==> src/rtl/forw_park_module.sv <==
// -----------------------------------------------------------------------------
// forw_park_module
//
// Forward Park transformation stage. It sits directly after the forward Clarke
// stage and rotates the stationary alpha/beta frame into the rotor d/q frame:
//
//     d = al*cos + be*sin
//     q = be*cos - al*sin
//
// A single signed multiplier is shared over four cycles by a small FSM:
//
//     IDLE -> MUL0 (acc_d  = al*cos)
//          -> MUL1 (acc_d += be*sin)
//          -> MUL2 (acc_q  = be*cos)
//          -> MUL3 (acc_q - al*sin formed combinationally, results registered)
//          -> IDLE
//
// A sample accepted at edge T0 produces valid_o for one cycle after edge T4.
// ready_o is high again in that same cycle, so the next sample can be taken
// at edge T5, giving one result every five cycles.
//
// Ports:
//   clk_i    : system clock, rising edge active
//   rst_i    : asynchronous active-high reset
//   al_i     : signed alpha component, Q1.(DATA_WIDTH-1)
//   be_i     : signed beta component,  Q1.(DATA_WIDTH-1)
//   sin_i    : signed sin(theta),      Q1.(DATA_WIDTH-1)
//   cos_i    : signed cos(theta),      Q1.(DATA_WIDTH-1)
//   valid_i  : input sample valid
//   ready_o  : block can accept a sample (IDLE and not in reset)
//   d_o      : signed d component, held until the next valid_o
//   q_o      : signed q component, held until the next valid_o
//   valid_o  : one-cycle pulse when d_o/q_o/sat_o are updated
//   sat_o    : d or q of the current result was clamped; qualified by valid_o
// -----------------------------------------------------------------------------
module forw_park_module #(
    parameter int DATA_WIDTH = 10
) (
    input  logic                  clk_i,
    input  logic                  rst_i,
    input  logic [DATA_WIDTH-1:0] al_i,
    input  logic [DATA_WIDTH-1:0] be_i,
    input  logic [DATA_WIDTH-1:0] sin_i,
    input  logic [DATA_WIDTH-1:0] cos_i,
    input  logic                  valid_i,
    output logic                  ready_o,
    output logic [DATA_WIDTH-1:0] d_o,
    output logic [DATA_WIDTH-1:0] q_o,
    output logic                  valid_o,
    output logic                  sat_o
);

    // Product width of two W-bit signed operands, and accumulator width with
    // one guard bit so the sum of two full-scale products cannot overflow.
    localparam int PROD_W = 2 * DATA_WIDTH;
    localparam int ACC_W  = 2 * DATA_WIDTH + 1;

    // Clamp bounds expressed at accumulator width so the comparison happens
    // on the full scaled value, before any bits are discarded.
    localparam logic signed [ACC_W-1:0] SAT_MAX =
        $signed({{(ACC_W - DATA_WIDTH + 1){1'b0}}, {(DATA_WIDTH - 1){1'b1}}});
    localparam logic signed [ACC_W-1:0] SAT_MIN =
        $signed({{(ACC_W - DATA_WIDTH + 1){1'b1}}, {(DATA_WIDTH - 1){1'b0}}});

    typedef enum logic [2:0] {
        IDLE = 3'd0,
        MUL0 = 3'd1,
        MUL1 = 3'd2,
        MUL2 = 3'd3,
        MUL3 = 3'd4
    } state_t;

    state_t state_reg;
    state_t state_next;

    // Captured sample; the inputs are free to change once accepted.
    logic signed [DATA_WIDTH-1:0] al_reg;
    logic signed [DATA_WIDTH-1:0] be_reg;
    logic signed [DATA_WIDTH-1:0] sin_reg;
    logic signed [DATA_WIDTH-1:0] cos_reg;

    logic signed [ACC_W-1:0] acc_d_reg;
    logic signed [ACC_W-1:0] acc_q_reg;
    logic signed [ACC_W-1:0] acc_q_final;

    logic [DATA_WIDTH-1:0] d_reg;
    logic [DATA_WIDTH-1:0] q_reg;
    logic                  valid_reg;
    logic                  sat_reg;

    logic accept;

    // Shared multiplier: operands selected by the current state.
    logic signed [DATA_WIDTH-1:0] mul_a;
    logic signed [DATA_WIDTH-1:0] mul_b;
    logic signed [PROD_W-1:0]     mul_a_ext;
    logic signed [PROD_W-1:0]     mul_b_ext;
    logic signed [PROD_W-1:0]     mul_p;
    logic signed [ACC_W-1:0]      mul_p_ext;

    // Per-lane scaling/saturation (lane 0 = d, lane 1 = q).
    logic signed [ACC_W-1:0]      lane_acc [2];
    logic        [DATA_WIDTH-1:0] lane_res [2];
    logic        [1:0]            lane_sat;

    // -------------------------------------------------------------------------
    // Handshake
    // -------------------------------------------------------------------------
    assign ready_o = (state_reg == IDLE) && !rst_i;
    assign accept  = valid_i && (state_reg == IDLE);

    // -------------------------------------------------------------------------
    // FSM: state register
    // -------------------------------------------------------------------------
    always_ff @(posedge clk_i or posedge rst_i) begin
        if (rst_i) begin
            state_reg <= IDLE;
        end else begin
            state_reg <= state_next;
        end
    end

    // -------------------------------------------------------------------------
    // FSM: next state
    // -------------------------------------------------------------------------
    always_comb begin
        state_next = state_reg;
        case (state_reg)
            IDLE:    if (accept) state_next = MUL0;
            MUL0:    state_next = MUL1;
            MUL1:    state_next = MUL2;
            MUL2:    state_next = MUL3;
            MUL3:    state_next = IDLE;
            default: state_next = IDLE;
        endcase
    end

    // -------------------------------------------------------------------------
    // Operand selection for the shared multiplier
    // -------------------------------------------------------------------------
    always_comb begin
        mul_a = al_reg;
        mul_b = cos_reg;
        case (state_reg)
            MUL1: begin
                mul_a = be_reg;
                mul_b = sin_reg;
            end
            MUL2: begin
                mul_a = be_reg;
                mul_b = cos_reg;
            end
            MUL3: begin
                mul_a = al_reg;
                mul_b = sin_reg;
            end
            default: begin
                mul_a = al_reg;
                mul_b = cos_reg;
            end
        endcase
    end

    // Sign-extend explicitly so the product is computed at full width.
    assign mul_a_ext = {{DATA_WIDTH{mul_a[DATA_WIDTH-1]}}, mul_a};
    assign mul_b_ext = {{DATA_WIDTH{mul_b[DATA_WIDTH-1]}}, mul_b};
    assign mul_p     = mul_a_ext * mul_b_ext;
    assign mul_p_ext = {mul_p[PROD_W-1], mul_p};

    // The final q subtraction happens in the same cycle as the last product so
    // the result can be registered at the MUL3 edge without an extra state.
    assign acc_q_final = acc_q_reg - mul_p_ext;

    // -------------------------------------------------------------------------
    // Scaling and saturation, one instance per output lane
    // -------------------------------------------------------------------------
    assign lane_acc[0] = acc_d_reg;
    assign lane_acc[1] = acc_q_final;

    generate
        for (genvar gi = 0; gi < 2; gi++) begin : g_lane
            logic signed [ACC_W-1:0] shifted;

            // Arithmetic shift = floor division by 2**(DATA_WIDTH-1).
            assign shifted = lane_acc[gi] >>> (DATA_WIDTH - 1);

            assign lane_sat[gi] = (shifted > SAT_MAX) || (shifted < SAT_MIN);

            assign lane_res[gi] = (shifted > SAT_MAX) ? SAT_MAX[DATA_WIDTH-1:0] :
                                  (shifted < SAT_MIN) ? SAT_MIN[DATA_WIDTH-1:0] :
                                                        shifted[DATA_WIDTH-1:0];
        end
    endgenerate

    // -------------------------------------------------------------------------
    // Input capture
    // -------------------------------------------------------------------------
    always_ff @(posedge clk_i or posedge rst_i) begin
        if (rst_i) begin
            al_reg  <= '0;
            be_reg  <= '0;
            sin_reg <= '0;
            cos_reg <= '0;
        end else if (accept) begin
            al_reg  <= $signed(al_i);
            be_reg  <= $signed(be_i);
            sin_reg <= $signed(sin_i);
            cos_reg <= $signed(cos_i);
        end
    end

    // -------------------------------------------------------------------------
    // Accumulators
    // -------------------------------------------------------------------------
    always_ff @(posedge clk_i or posedge rst_i) begin
        if (rst_i) begin
            acc_d_reg <= '0;
            acc_q_reg <= '0;
        end else begin
            case (state_reg)
                MUL0:    acc_d_reg <= mul_p_ext;
                MUL1:    acc_d_reg <= acc_d_reg + mul_p_ext;
                MUL2:    acc_q_reg <= mul_p_ext;
                default: ;
            endcase
        end
    end

    // -------------------------------------------------------------------------
    // Output registers: updated only at the MUL3 edge, held otherwise
    // -------------------------------------------------------------------------
    always_ff @(posedge clk_i or posedge rst_i) begin
        if (rst_i) begin
            d_reg     <= '0;
            q_reg     <= '0;
            sat_reg   <= 1'b0;
            valid_reg <= 1'b0;
        end else begin
            valid_reg <= (state_reg == MUL3);
            if (state_reg == MUL3) begin
                d_reg   <= lane_res[0];
                q_reg   <= lane_res[1];
                sat_reg <= |lane_sat;
            end
        end
    end

    assign d_o     = d_reg;
    assign q_o     = q_reg;
    assign valid_o = valid_reg;
    assign sat_o   = sat_reg;

endmodule

==> config.mk <==
export PLATFORM = sky130hd
export DESIGN_NAME = forw_park_module
export DESIGN_NICKNAME = d
export VERILOG_FILES = /design/src/rtl/forw_park_module.sv
export SDC_FILE = /design/constraint.sdc
export NUM_CORES = 1
export LEC_CHECK = 0
export ABC_AREA = 1
export BUFFER_PORTS_ARGS = -buffer_cell sky130_fd_sc_hd__buf_2
export CAP_MARGIN = 20
export CORE_MARGIN = 8
export CORE_UTILIZATION = 65
export DETAILED_ROUTE_END_ITERATION = 12
export HOLD_SLACK_MARGIN = 0.15
export PLACE_DENSITY_LB_ADDON = 0.1
export SLEW_MARGIN = 20
export SYNTH_ARGS = -nofsm -noshare
export SYNTH_HDL_FRONTEND = slang
export SYNTH_SLANG_ARGS = --single-unit
==> constraint.sdc <==
create_clock -name clk_i -period 19.15 [get_ports clk_i]
set_input_delay 0.9575 -clock clk_i [delete_from_list [all_inputs] [get_ports clk_i]]
set_output_delay 0.9575 -clock clk_i [all_outputs]
set_load 0.02 [all_outputs]
== After elaboration in Yosys (flattened, before gate mapping) ==
Cells that the tools add are included.
Cells by class
  reduce and logical (&&, ||, !) cells: 10
  order comparisons: 4
  add/subtract/negate cells: 2
  multipliers: 1
  div/mod/pow operators: 0
  bitwise logic cells: 0
  eq/ne operators: 5
  muxes and demuxes: 9
  shift-type cells: 0
Operators by type and width (count)
  2-to-1 mux 10 bit: 6
  one-hot mux 21 bit (2 select lines): 1
  greater-than comparator 12 x 10 -> 1 bit (second input constant): 2
  < comparator 12 x 10 -> 1 bit (second input constant): 2
  adder 21 x 20 -> 21 bit: 1
  subtractor 20 x 20 -> 21 bit: 1
  multiplier 10 x 10 -> 20 bit: 1
  one-hot mux 3 bit (4 select lines): 1
  equality test 3 x 2 -> 1 bit (second input constant): 2
  OR reduction 2 bit: 3
  equality test 3 x 1 -> 1 bit (second input constant): 1
  equality test 3 bit (second input constant): 1
  zero test 3 bit: 1
  2-to-1 mux 3 bit: 1
  logical AND 1 bit: 2
  logical OR 1 bit: 2
  inequality test 2 bit (second input constant): 1
  nonzero test 2 bit: 1
  zero test 1 bit: 1
Word-level totals
  latch bits: 0
  bits in read-only memories: 0
  output and inout port bits: 23
  memories kept: 0
  RAM bits: 0
  register bits: 106
  logic and storage cells: 42

== Logic depth before layout (Yosys ltp) ==
  word-level depth: 8
  depth in mapped cells: 42
  mapped depth without buffers: 42

== Worst setup path before layout ==
OpenSTA, ideal clock, no wires.
  path kind: register to register
  start point: reg state_reg[2]
  end point: reg sat_reg (netlist: sat_o)
  stages on the path, launching flop included: 39
  setup time: 0.123 ns
  period minus slack after synthesis: 6.897 ns
  setup slack: 12.253 ns
  arrival: 6.774 ns
  data required time: 19.027 ns
  cells stage by stage: dfrtp_1 -> nor2_2 -> nand2_2 -> nand2_4 -> clkbuf_1 -> o21ai_0 -> inv_1 -> nand2_1 -> fa_1 -> inv_1 -> fa_1 -> inv_1 -> fa_1 -> inv_1 -> fa_1 -> inv_1 -> fa_1 -> inv_1 -> [... 3 more ...] -> nand2_1 -> nand3_1 -> nand3_1 -> o21bai_1 -> a21oi_1 -> xnor2_1 -> inv_1 -> ha_1 -> nand2_1 -> nand2_1 -> a31oi_1 -> nand2_2 -> nand2_2 -> nand3b_1 -> nand2_2 -> nand2_2 -> nand2_4 -> a21oi_2
Between the ends
  word-level cells in the longest chain between the ends: 8
RTL lines
  start, declared: line 73  | state_t state_reg;
  start signal, assigned: line 119  | state_reg <= state_next;
  equality test 3 x 2 -> 1 bit / equality test 3 bit (equally long branches): line 144  | case (state_reg)
  OR reduction 2 bit (no line)
  2-to-1 mux 10 bit: line 144
  multiplier 10 x 10 -> 20 bit (*): line 167  | assign mul_p = mul_a_ext * mul_b_ext;
  net mul_p[15]: line 98  | logic signed [PROD_W-1:0] mul_p;
  subtractor 20 x 20 -> 21 bit (*): line 172  | assign acc_q_final = acc_q_reg - mul_p_ext;
  greater-than comparator 12 x 10 -> 1 bit / < comparator 12 x 10 -> 1 bit (equally long branches): line 187  | assign lane_sat[gi] = (shifted > SAT_MAX) || (shifted < SAT_MIN);
  logical OR 1 bit (*): line 187
  OR reduction 2 bit (*): line 243  | sat_reg <= |lane_sat;
  end signal, assigned: line 243
  end, declared: line 89  | logic sat_reg;
The timed path passes the listed nets; every way through them passes the cells marked *.
A chain may end at the register's enable or synchronous reset.

== Worst setup path after layout ==
  start point: reg state_reg[2]
  end point: reg q_reg[1] (netlist: q_o[1])
Between the ends
  word-level cells in the longest chain between the ends: 8
RTL lines
  equality test 3 x 2 -> 1 bit / equality test 3 bit (equally long branches): line 144
  OR reduction 2 bit (no line)
  2-to-1 mux 10 bit: line 144
  multiplier 10 x 10 -> 20 bit (*): line 167
  net mul_p[12]: line 98
  subtractor 20 x 20 -> 21 bit (*): line 172
  < comparator 12 x 10 -> 1 bit: line 190  | (shifted < SAT_MIN) ? SAT_MIN[DATA_WIDTH-1:0] :
  2-to-1 mux 10 bit: line 190
  2-to-1 mux 10 bit (*): line 189  | assign lane_res[gi] = (shifted > SAT_MAX) ? SAT_MAX[DATA_WIDTH-1:0] :
  end signal, assigned: line 242  | q_reg <= lane_res[1];
  end, declared: line 87  | logic [DATA_WIDTH-1:0] q_reg;
Marked as above.

==> results.md <==
- Outcome: complete, no violations
- Post-CTS setup buffers: 0
- Die height: 142 um
- Largest register FFs: 21
- Hold Crit Endpoint: d_o[2]
- Initial antenna violation count: 0
- Fmax: 0.120 GHz
- Max Cap Viol: 0
- Worst reg2reg setup slack: 10.80 ns
- Ports: 66
- Req. time, crit path: 19.40 ns
- Clock skew: 0.0104 ns
- Final TNS setup: 0 ns
- Total grt overflow: 0
- Row Count: 46
- RePlAce Congestion: 1.02
- CTS Buf Count: 9
- CTS tree: built
- Final Cycle Share: 0.436
- DRC: 0
- Post-DRT Antenna Nets: 0
- Worst-Skew Late Latency: 0.37 ns
- Min Tclk post-route: 8.35 ns
- Busiest grt layer: met2
- RSZ-0062 raised after global routing: no
- Initial DRC count: 480
- Hold_buf cts: 0
- Total number of vias: 8,646
- Hold Path Stages: 2
- Share of cells above drive strength 1: 0.114
- Core Region: 0.0157 sq mm
- Final nets: 1,612
- R2R cell count: 37
- Number of gates resized after CTS: 0
- Via density: 5.35
- Synthesized area per cell: 7.76 sq um
- CP Launch Type: register
- CTS clk-pin slew, worst paths: 0.08 ns
- Ant. Diodes: 0
- Root buf cell: clkbuf_16
- Worst R2R End: q_o[1]
- Slew @ Worst Pin: 1.00 ns
- First-pass GRT wire length: 41,700 um
- M3 GR Usage: 0.0473
- Met1 GRT Util: 0.301
- Hold Path Class: register to register
- CP peak stage delay: 0.84 ns
- Sequential-to-total area share from yosys stat: 0.256
- Setup violators final: 0
- Area growth syn-to-layout: 8.04%
- Drt wl/cell: 14.9 um
- Critical Path Slowest Stage Cell: o21ai_0
- Die W: 142 um
- Final Hold Viols: 0
- Total GRT Usage: 0.258
- Clock Sink Count: 106
- Synth Register Bits: 106
- Pre-Repair DR Iteration Count: 6
- R2r startpoint: state_reg[2]
- Detailed placer's ending HPWL: 20,000 um
- Synthesized net count: 1,553
- YS warnings: 0
- Vias in the first global route: 8,846
- Detailed-route wire length: 24,100 um
- Full die area: 0.0202 sq mm
- M2 GR Usage: 0.459
- Cells after Synth: 1,335
- Critical Path AT: 8.60 ns
- Final Max Slew Viols: 0
- Hold path startpoint: d_o[2]
- PortBufs: 65
- Top cell by count, worst path: nand2_1
- CP max FO: 35
- Crit. End Element: register
- Worst setup path class: register to register
- Initial cell density of the core: 0.659
- Largest net degree at the start of global routing: 65
- Netlist Area Pre-Place: 0.0104 sq mm
- Slew HR: 0.325
- CTS max path bufs: 2
- Yosys cell types: 38
- H-tree levels: 3
final cells by class:
class / instances / area [sq um]
well taps: 216 / 270
clock inverters: 6 / 57.6
clock buffers: 10 / 229
multi-input cells: 960 / 6700
repair buffers: 69 / 355
fillers: 1354 / 4520
flip-flops and latches: 106 / 2650
inverters: 248 / 933
per-stage QoR:
step	area [sq um]	hold slack, ns	util	cells	setup slack [ns]
global route	11200	0.515	0.712	1615	10.08
global placement	10900	0.466	0.694	1599	10.98
detailed placement	10900	0.468	0.694	1599	10.87
finish	11200	0.487	0.712	1615	10.80
CTS	11200	0.487	0.712	1615	10.85
floorplan	10400	0.455	-	1335	12.25
placed cells by master (no fill, tap or decap), types with 3 or more instances in the layout:
master / instances
nor2_1: 132
ha_1: 83
xor2_1: 20
mux2_2: 24
clkinv_1: 3
inv_2: 5
nand3_1: 49
nand2_2: 15
dfrtp_1: 106
xnor2_1: 11
nor4_1: 7
o21ai_0: 71
nand2_4: 3
a21oi_2: 11
or2_2: 7
a21oi_1: 84
clkbuf_16: 9
a31oi_1: 9
buf_2: 65
nor2_2: 3
nand2_1: 310
nand3_2: 4
buf_4: 4
inv_1: 239
o21ai_1: 7
fa_1: 92
worst max-delay path: cells and delay by family, from the launching register on:
kind | cells | cell delay [ns]
AOI/OAI and AO/OA | 4 | 1.30
xor gates and xnor gates | 1 | 0.29
adders and majority gates | 7 | 3.18
buffers and inverters | 7 | 0.74
DFF | 1 | 0.47
and+or+nand+nor | 18 | 2.24
kinds of logic (layout without fill, tap and decap cells):
family / after synthesis / count (layout) / share of synthesized area
AO/OA/AOI/OAI: 195 / 195 / 0.103
XOR/XNOR: 31 / 31 / 0.0262
adder cells (fa/ha/maj): 175 / 175 / 0.278
buffers and inverters: 269 / 333 / 0.0982
flip-flops: 106 / 106 / 0.256
multiplexers: 24 / 24 / 0.0261
AND/OR/NAND/NOR: 535 / 535 / 0.213
Yosys cell counts:
cell	instances	share of area
o21ai_1	7	0.0034
dfrtp_1	106	0.26
ha_1	83	0.10
mux2_2	24	0.026
a31o_2	2	0.0017
o21bai_1	1	0.00072
nor3_1	1	0.00048
clkbuf_1	20	0.0072
a21o_1	1	0.00072
nand2_2	15	0.0091
a21oi_1	84	0.041
o21ai_0	71	0.034
nor2_2	3	0.0018
o22ai_1	1	0.00060
a21boi_0	2	0.0014
nand3_2	3	0.0029
fa_1	92	0.18
nand2_4	3	0.0033
nand4_1	1	0.00060
a31oi_1	9	0.0054
and3_1	1	0.00060
nor4_1	7	0.0042
inv_1	240	0.087
nand2_1	310	0.11
nand3b_1	2	0.0014
xor2_1	20	0.017
xnor2_1	11	0.0093
or2_2	7	0.0042
o21a_1	2	0.0014
a211oi_1	1	0.00072
nand3_1	50	0.024
o21a_2	1	0.00085
buf_6	1	0.0011
o211ai_1	2	0.0014
clkinv_1	3	0.0011
nor2_1	132	0.048
inv_2	5	0.0018
a21oi_2	11	0.0093
how the worst max path moves through the flow:
stage	from	endpoint	cells past startpoint
floorplan	state_reg[2]	sat_o	38
global placement	state_reg[2]	sat_o	37
detailed placement	state_reg[2]	acc_d_reg[20]	39
CTS	state_reg[2]	acc_d_reg[20]	39
global route	state_reg[2]	acc_d_reg[19]	39
finish	state_reg[2]	q_o[1]	37
metal layers:
metal / part of all wire / vias to the layer above
li1: - / 4291
met1: 0.42 / 4098
met2: 0.50 / 210
met3: 0.046 / 47
met4: 0.031 / 0
met5: 0 / -
Power is not shown: default switching activity piles up to over one toggle a cycle in this logic, so the estimate is an artifact.
